--- src/rtl/fft_frame_ctrl_pkg.sv ---
// fft_pkg: shared definitions for the FFT frame controller slice.
// Holds the default transform geometry, the controller state encoding and a
// software-style bit-reversal helper for LEVEL-bit sample indices.
package fft_pkg;

    localparam int FFT_LEVEL     = 9;
    localparam int FFT_BIT_WIDTH = 16;
    localparam int N_POINTS      = 1 << FFT_LEVEL;
    localparam int N_BF          = N_POINTS / 2;

    typedef enum logic [2:0] {
        IDLE,
        LOAD,
        START,
        RUN,
        DRAIN,
        DONE
    } ctrl_state_t;

    // Mirror the index bits so bit 0 becomes the MSB of the result.
    function automatic logic [FFT_LEVEL-1:0] bitrev(input logic [FFT_LEVEL-1:0] idx);
        logic [FFT_LEVEL-1:0] rev;
        rev = '0;
        for (int i = 0; i < FFT_LEVEL; i++) begin
            rev[i] = idx[FFT_LEVEL-1-i];
        end
        return rev;
    endfunction

endpackage

--- src/rtl/fft_frame_ctrl_if.sv ---
// fft_frame_ctrl_if: sample stream plus RAM0 load port of the frame controller.
// Ports (signals):
//   sample_valid / sample_in  : upstream sample beat (source -> controller)
//   sample_ready              : controller can take a sample this cycle
//   load_we / load_addr / load_data : RAM0 write port driven during loading
// Modports: master = sample source / RAM side, slave = the frame controller.
interface fft_frame_ctrl_if
    import fft_pkg::*;
#(
    parameter int BIT_WIDTH = FFT_BIT_WIDTH,
    parameter int LEVEL     = FFT_LEVEL
) ();

    logic                          sample_valid;
    logic signed [BIT_WIDTH-1:0]   sample_in;
    logic                          sample_ready;
    logic                          load_we;
    logic [LEVEL-1:0]              load_addr;
    logic [2*BIT_WIDTH-1:0]        load_data;

    modport master (
        output sample_valid,
        output sample_in,
        input  sample_ready,
        input  load_we,
        input  load_addr,
        input  load_data
    );

    modport slave (
        input  sample_valid,
        input  sample_in,
        output sample_ready,
        output load_we,
        output load_addr,
        output load_data
    );

endinterface

--- src/rtl/fft_frame_ctrl_bitrev.sv ---
// fft_bitrev_addr: purely combinational WIDTH-bit address reverser.
// Ports:
//   addr_in  : natural-order index
//   addr_out : addr_in with its bit order mirrored
module fft_bitrev_addr #(
    parameter int WIDTH = 9
) (
    input  logic [WIDTH-1:0] addr_in,
    output logic [WIDTH-1:0] addr_out
);

    always_comb begin
        addr_out = '0;
        for (int i = 0; i < WIDTH; i++) begin
            addr_out[i] = addr_in[WIDTH-1-i];
        end
    end

endmodule

--- src/rtl/fft_frame_ctrl.sv ---
// fft_frame_ctrl: loads one N-point real frame into RAM0 (optionally in
// bit-reversed order), kicks the FFT address generator, keeps the butterflies
// enabled until the write-back pipeline has drained, then flags completion.
// Ports:
//   clk, reset    : clock and synchronous active-low reset
//   smp (slave)   : sample valid/ready stream in, RAM0 write port out
//   fft_load      : load phase active (address generator selects RAM0)
//   fft_start     : one-cycle start pulse to the address generator
//   bf_enable     : compute phase active, held through the pipeline drain
//   fft_done      : all levels issued (from the address generator)
//   busy          : a frame is in flight
//   frame_done    : one-cycle completion pulse
//   result_bank   : RAM bank holding the finished spectrum
module fft_frame_ctrl
    import fft_pkg::*;
#(
    parameter int BIT_WIDTH  = FFT_BIT_WIDTH,
    parameter int LEVEL      = FFT_LEVEL,
    parameter int BF_LATENCY = 2,
    parameter int BITREV     = 1
) (
    input  logic               clk,
    input  logic               reset,
    fft_frame_ctrl_if.slave    smp,
    output logic               fft_load,
    output logic               fft_start,
    output logic               bf_enable,
    input  logic               fft_done,
    output logic               busy,
    output logic               frame_done,
    output logic               result_bank
);

    localparam logic [LEVEL-1:0] LAST_IDX = {LEVEL{1'b1}};
    localparam int DRAIN_W = (BF_LATENCY > 1) ? $clog2(BF_LATENCY) : 1;
    localparam logic [DRAIN_W-1:0] DRAIN_LAST =
        DRAIN_W'((BF_LATENCY > 0) ? BF_LATENCY - 1 : 0);
    // Levels ping-pong between the two RAMs, so an odd level count ends in RAM1.
    localparam logic RESULT_BANK = ((LEVEL % 2) != 0);

    ctrl_state_t         state_q, state_d;
    logic [LEVEL-1:0]    cnt_q, cnt_d;
    logic [DRAIN_W-1:0]  drain_q, drain_d;
    logic                sample_ready_q, sample_ready_d;
    logic                fft_load_q, fft_load_d;
    logic                fft_start_q, fft_start_d;
    logic                bf_enable_q, bf_enable_d;
    logic                busy_q, busy_d;
    logic                frame_done_q, frame_done_d;
    logic                result_bank_q, result_bank_d;

    logic                accept;
    logic [LEVEL-1:0]    rev_addr;

    fft_bitrev_addr #(
        .WIDTH (LEVEL)
    ) u_bitrev (
        .addr_in  (cnt_q),
        .addr_out (rev_addr)
    );

    // sample_ready_q is high exactly in IDLE/LOAD, so it doubles as the load-phase qualifier.
    assign accept = sample_ready_q & smp.sample_valid;

    // The RAM0 write port follows the accept combinationally so each sample
    // lands in the same cycle it is handed over.
    assign smp.sample_ready = sample_ready_q;
    assign smp.load_we      = accept;
    assign smp.load_addr    = (BITREV != 0) ? rev_addr : cnt_q;
    assign smp.load_data    = {smp.sample_in, {BIT_WIDTH{1'b0}}};

    assign fft_load    = fft_load_q;
    assign fft_start   = fft_start_q;
    assign bf_enable   = bf_enable_q;
    assign busy        = busy_q;
    assign frame_done  = frame_done_q;
    assign result_bank = result_bank_q;

    // Next-state logic; outputs are decoded from the next state so they are
    // registered yet line up with the state they belong to.
    always_comb begin
        state_d       = state_q;
        cnt_d         = cnt_q;
        drain_d       = drain_q;
        result_bank_d = result_bank_q;

        unique case (state_q)
            IDLE, LOAD: begin
                if (accept) begin
                    // Counter wraps to 0 naturally after the last index.
                    cnt_d   = cnt_q + 1'b1;
                    state_d = (cnt_q == LAST_IDX) ? START : LOAD;
                end
            end
            START: begin
                // fft_done may still be high from the previous frame; ignore it.
                state_d = RUN;
            end
            RUN: begin
                if (fft_done) begin
                    drain_d = '0;
                    state_d = (BF_LATENCY == 0) ? DONE : DRAIN;
                end
            end
            DRAIN: begin
                if (drain_q == DRAIN_LAST) begin
                    state_d = DONE;
                end else begin
                    drain_d = drain_q + 1'b1;
                end
            end
            DONE: begin
                state_d = IDLE;
            end
            default: begin
                state_d = IDLE;
            end
        endcase

        if (state_d == DONE) begin
            result_bank_d = RESULT_BANK;
        end

        sample_ready_d = (state_d == IDLE) || (state_d == LOAD);
        fft_load_d     = (state_d == IDLE) || (state_d == LOAD);
        fft_start_d    = (state_d == START);
        bf_enable_d    = (state_d == RUN) || (state_d == DRAIN);
        busy_d         = (state_d != IDLE);
        frame_done_d   = (state_d == DONE);
    end

    // Single state register; reset abandons any in-flight frame.
    always_ff @(posedge clk) begin
        if (!reset) begin
            state_q        <= IDLE;
            cnt_q          <= '0;
            drain_q        <= '0;
            sample_ready_q <= 1'b1;
            fft_load_q     <= 1'b1;
            fft_start_q    <= 1'b0;
            bf_enable_q    <= 1'b0;
            busy_q         <= 1'b0;
            frame_done_q   <= 1'b0;
            result_bank_q  <= 1'b0;
        end else begin
            state_q        <= state_d;
            cnt_q          <= cnt_d;
            drain_q        <= drain_d;
            sample_ready_q <= sample_ready_d;
            fft_load_q     <= fft_load_d;
            fft_start_q    <= fft_start_d;
            bf_enable_q    <= bf_enable_d;
            busy_q         <= busy_d;
            frame_done_q   <= frame_done_d;
            result_bank_q  <= result_bank_d;
        end
    end

endmodule

--- src/flat_wrapper.sv ---
// flat-port wrapper written by rule: the top's interface ports become plain ports
module fft_frame_ctrl_flat import fft_pkg::*;
#(
    parameter int BIT_WIDTH  = FFT_BIT_WIDTH,
    parameter int LEVEL      = FFT_LEVEL,
    parameter int BF_LATENCY = 2,
    parameter int BITREV     = 1
)
  (clk, reset, fft_load, fft_start, bf_enable, fft_done, busy, frame_done, result_bank, smp_sample_valid, smp_sample_in, smp_sample_ready, smp_load_we, smp_load_addr, smp_load_data);
  fft_frame_ctrl_if #(.BIT_WIDTH(BIT_WIDTH), .LEVEL(LEVEL)) smp_i ();
  input  logic clk;
  input  logic reset;
  output logic fft_load;
  output logic fft_start;
  output logic bf_enable;
  input  logic fft_done;
  output logic busy;
  output logic frame_done;
  output logic result_bank;
  input wire logic [$bits(smp_i.sample_valid)-1:0] smp_sample_valid;
  input wire logic [$bits(smp_i.sample_in)-1:0] smp_sample_in;
  output wire logic [$bits(smp_i.sample_ready)-1:0] smp_sample_ready;
  output wire logic [$bits(smp_i.load_we)-1:0] smp_load_we;
  output wire logic [$bits(smp_i.load_addr)-1:0] smp_load_addr;
  output wire logic [$bits(smp_i.load_data)-1:0] smp_load_data;
  assign smp_i.sample_valid = smp_sample_valid;
  assign smp_i.sample_in = smp_sample_in;
  assign smp_sample_ready = smp_i.sample_ready;
  assign smp_load_we = smp_i.load_we;
  assign smp_load_addr = smp_i.load_addr;
  assign smp_load_data = smp_i.load_data;
  fft_frame_ctrl #(.BIT_WIDTH(BIT_WIDTH), .LEVEL(LEVEL), .BF_LATENCY(BF_LATENCY), .BITREV(BITREV)) u_core (.clk(clk), .reset(reset), .smp(smp_i), .fft_load(fft_load), .fft_start(fft_start), .bf_enable(bf_enable), .fft_done(fft_done), .busy(busy), .frame_done(frame_done), .result_bank(result_bank));
endmodule
--- config.mk ---
export PLATFORM = sky130hd
export DESIGN_NAME = fft_frame_ctrl_flat
export DESIGN_NICKNAME = d
export VERILOG_FILES = /design/src/rtl/fft_frame_ctrl_pkg.sv /design/src/rtl/fft_frame_ctrl_if.sv /design/src/rtl/fft_frame_ctrl_bitrev.sv /design/src/rtl/fft_frame_ctrl.sv /design/src/flat_wrapper.sv
export SDC_FILE = /design/constraint.sdc
export NUM_CORES = 1
export LEC_CHECK = 0
export BUFFER_PORTS_ARGS = -buffer_cell sky130_fd_sc_hd__buf_2
export CAP_MARGIN = 40
export CELL_PAD_IN_SITES_DETAIL_PLACEMENT = 0
export CELL_PAD_IN_SITES_GLOBAL_PLACEMENT = 1
export CORE_ASPECT_RATIO = 0.9
export CORE_MARGIN = 1
export CORE_UTILIZATION = 29
export CTS_CLUSTER_SIZE = 14
export DETAILED_ROUTE_END_ITERATION = 16
export PLACE_DENSITY = 0.87
export SLEW_MARGIN = 0
export SYNTH_ARGS = -nofsm -noshare
export SYNTH_HDL_FRONTEND = slang
export SYNTH_HIERARCHICAL = 1
export SYNTH_SLANG_ARGS = --single-unit
export TNS_END_PERCENT = 1
--- constraint.sdc ---
create_clock -name clk -period 2.35 [get_ports clk]
set_input_delay 0.47 -clock clk [delete_from_list [all_inputs] [get_ports clk]]
set_output_delay 0.47 -clock clk [all_outputs]
set_load 0.05 [all_outputs]
==> flow_summary.toml <==
[worst_setup_path]
crit_required_ns = 2.50
worst_setup_path_start_kind = "flip-flop"
critPathMaxFanout = 5
endpoint_kind = "flip-flop"
cp_cell_sequence = "ha_1, nand2_1, nor3_1, ha_1, a21oi_1, a221o_1, a22o_1"
crit_buf_inv = 0
cp_slowest_cell = "dfxtp_1"
critPathTopFamily = "compound AO/OA/AOI/OAI gates"
cp_slowest_stage_delay_ns = 0.38
crit_type = "flip-flop to flip-flop"
critPathArrivalTime_ns = 2.02
path_common_cell = "ha_1"

[sta]
finalCritPeriodShare_pct = 79.58
layout_min_cycle_time_ns = 1.870
rsz0062_at_grt = "no"
setup_tns_ns = 0
fin_worst_skew_ns = 0.01027
timing.hold.ws_ns = 0.5024
fmax_mhz = 534.7
drv_slew = 0
final-setup-viol-count = 0
finalHoldViolCount = 0

[power]
p_leak_uw = 0.0004884
power_uw = 678.1
max-vdd-ir-drop_v = 0.0002132
powerDensity_nw_per_um2 = 638.4

[floorplan]
die_w_um = 67.83
rows = 21
die_area_um2 = 4154
coreArea_um2 = 3731
die_h_um = 61.25
start_util_pct = 30.32
top_level_ports = 69

[yosys]
synth_seq_cells = 19
netlist_area_um2 = 1131
ys_warn_count = 6
synth.top_cell.area_share_pct = 33.63
syn_area_per_cell_um2 = 8.768
yosysTopAreaCell = "dfxtp_1"
synth-edff-count = 0
ys.flop_type = "dfxtp_1"
async_reset_ff_share_pct = 0
ys_types = 28
synth_common_cells = "43 x buf_4, 19 x dfxtp_1, 10 x and2_1, 6 x a21oi_1, 6 x nand2_1"
yosysSeqAreaShare_pct = 33.63
synth.most_common_cell = "buf_4"
synth_area_leaders = "dfxtp_1 34%, buf_4 29%, and2_1 5.5%"
syn_inst = 129

[status]
status = "finished, final reports clean"

[clock_network]
cts.sinks = 19
cts-root-buf = "clkbuf_8"
cts.path.max_buffers = 2
ctsResizeCount = 0
clk-insertion-delay-late_ns = 0.26
htreeDepth = 1
holdBufCountCts = 0
clk_pin_slew_ns = 0.08
cts_buffers = 3
cts_setup_buffers = 0
cts_tree = "yes"

[final_layout]
nNetsFinal = 146
design_area_um2 = 1062
drive_gt1_share_pct = 20.33
diodes = 0
instances_no_fill = 169
syn_to_final_growth_pct = -6.084

[place]
io_buffer_count = 20
dp_hpwl_mm = 1.142
placed_cell_area_um2 = 1013
gp_congestion = 0.7429
place_inst = 165

[route]
routed_wl_mm = 1.582
via_per_inst = 3.988
dr.pass1.iters = 4
avgRoutedWirePerCell_um = 9.361
num_vias = 674
ant_nets = 0
post-route-drc-count = 0
drt_iter0_drc = 59

[global_routing]
grt_max_degree = 19
grtUsageTotal_pct = 7.539
grt_pass1_wl_mm = 2.373
grt_pass1_vias = 518
grt_antenna_before_repair = 0
grt-ovfl-total = 0

[hold_path]
hold_path_class = "flip-flop to flip-flop"

[flow_run]
drv_cap = 0
==> metal layers <==
layer | vias up | GRT usage [%] | share of wire, %
met5 | - | 0 | 0
met3 | 0 | 2.222 | 7.8
li1 | 355 | - | -
met4 | 0 | 3.274 | 0
met1 | 293 | 11.04 | 52
met2 | 26 | 10.04 | 40
==> power breakdown <==
part | switching (uW) | internal [uW] | leakage (uW) | total (uW)
clock network | 113 | 119 | 0.0000217 | 232
logic | 94.2 | 17.3 | 0.000313 | 111
registers | 6.63 | 328 | 0.000154 | 335
total | 213 | 465 | 0.000488 | 678
==> flip-flops by register name (all words and copies together) (netlist names) <==
| register | count |
|---|---|
| u_core/cnt_q | 9 |
| u_core/state_q | 3 |
| u_core/bf_enable | 1 |
| u_core/busy | 1 |
| u_core/drain_q | 1 |
| u_core/fft_load | 1 |
| u_core/fft_start | 1 |
| u_core/frame_done | 1 |
| u_core/result_bank | 1 |
==> area by class of cell <==
type | count | area, um2
clock buffers | 3 | 41.29
clock inverters | 1 | 7.507
fillers | 403 | 2669
inverters | 1 | 3.754
multi-input cells | 79 | 471.7
flip-flops and latches | 19 | 380.4
well taps | 46 | 57.56
repair buffers | 20 | 100.1
==> logic make-up (layout without fill, tap and decap cells) <==
group	Yosys count	count (layout)	synth area share, %
AO/OA/AOI/OAI	13	13	6.526
XOR/XNOR	7	7	5.420
adder cells (fa/ha/maj)	2	2	2.212
buffers and inverters	46	25	29.64
flip-flops	19	19	33.63
multiplexers	2	2	1.770
other	1	16	0.3315
AND/OR/NAND/NOR	39	39	20.46
==> per-stage QoR <==
step                worst slack [ns]  util, %
floorplan                     0.3276        -
global placement              0.5424    27.16
detailed placement            0.4742    27.16
CTS                           0.4715    28.47
global route                  0.2824    28.47
finish                        0.4799    28.47
==> cells in the final DEF (no fill, tap or decap), drive strengths merged <==
master / synthesis / routed
a21oi: 6 / 6
a221o: 1 / 1
a22o: 1 / 1
and2: 10 / 10
and3: 2 / 2
and4b: 1 / 1
and4bb: 1 / 1
buf: 44 / 20
clkbuf: 1 / 3
clkinvlp: 0 / 1
conb: 1 / 16
dfxtp: 19 / 19
ha: 2 / 2
inv: 1 / 1
mux2i: 2 / 2
nand2: 6 / 6
nand2b: 1 / 1
nand3: 2 / 2
nand4: 3 / 3
nor2: 5 / 5
nor2b: 3 / 3
nor3: 1 / 1
nor3b: 3 / 3
nor4: 1 / 1
o21ai: 5 / 5
xnor2: 5 / 5
xor2: 2 / 2
==> path summary, 6_finish.rpt <==
kind | cells after the start | to | slack [ns] | from
min | 1 | u_core/result_bank | 0.50 | u_core/result_bank
max reg2reg | 7 | u_core/result_bank | 0.48 | u_core/cnt_q[0]
min reg2reg | 1 | u_core/result_bank | 0.50 | u_core/result_bank
max | 7 | u_core/result_bank | 0.48 | u_core/cnt_q[0]
(Power assumes the default switching activity.)
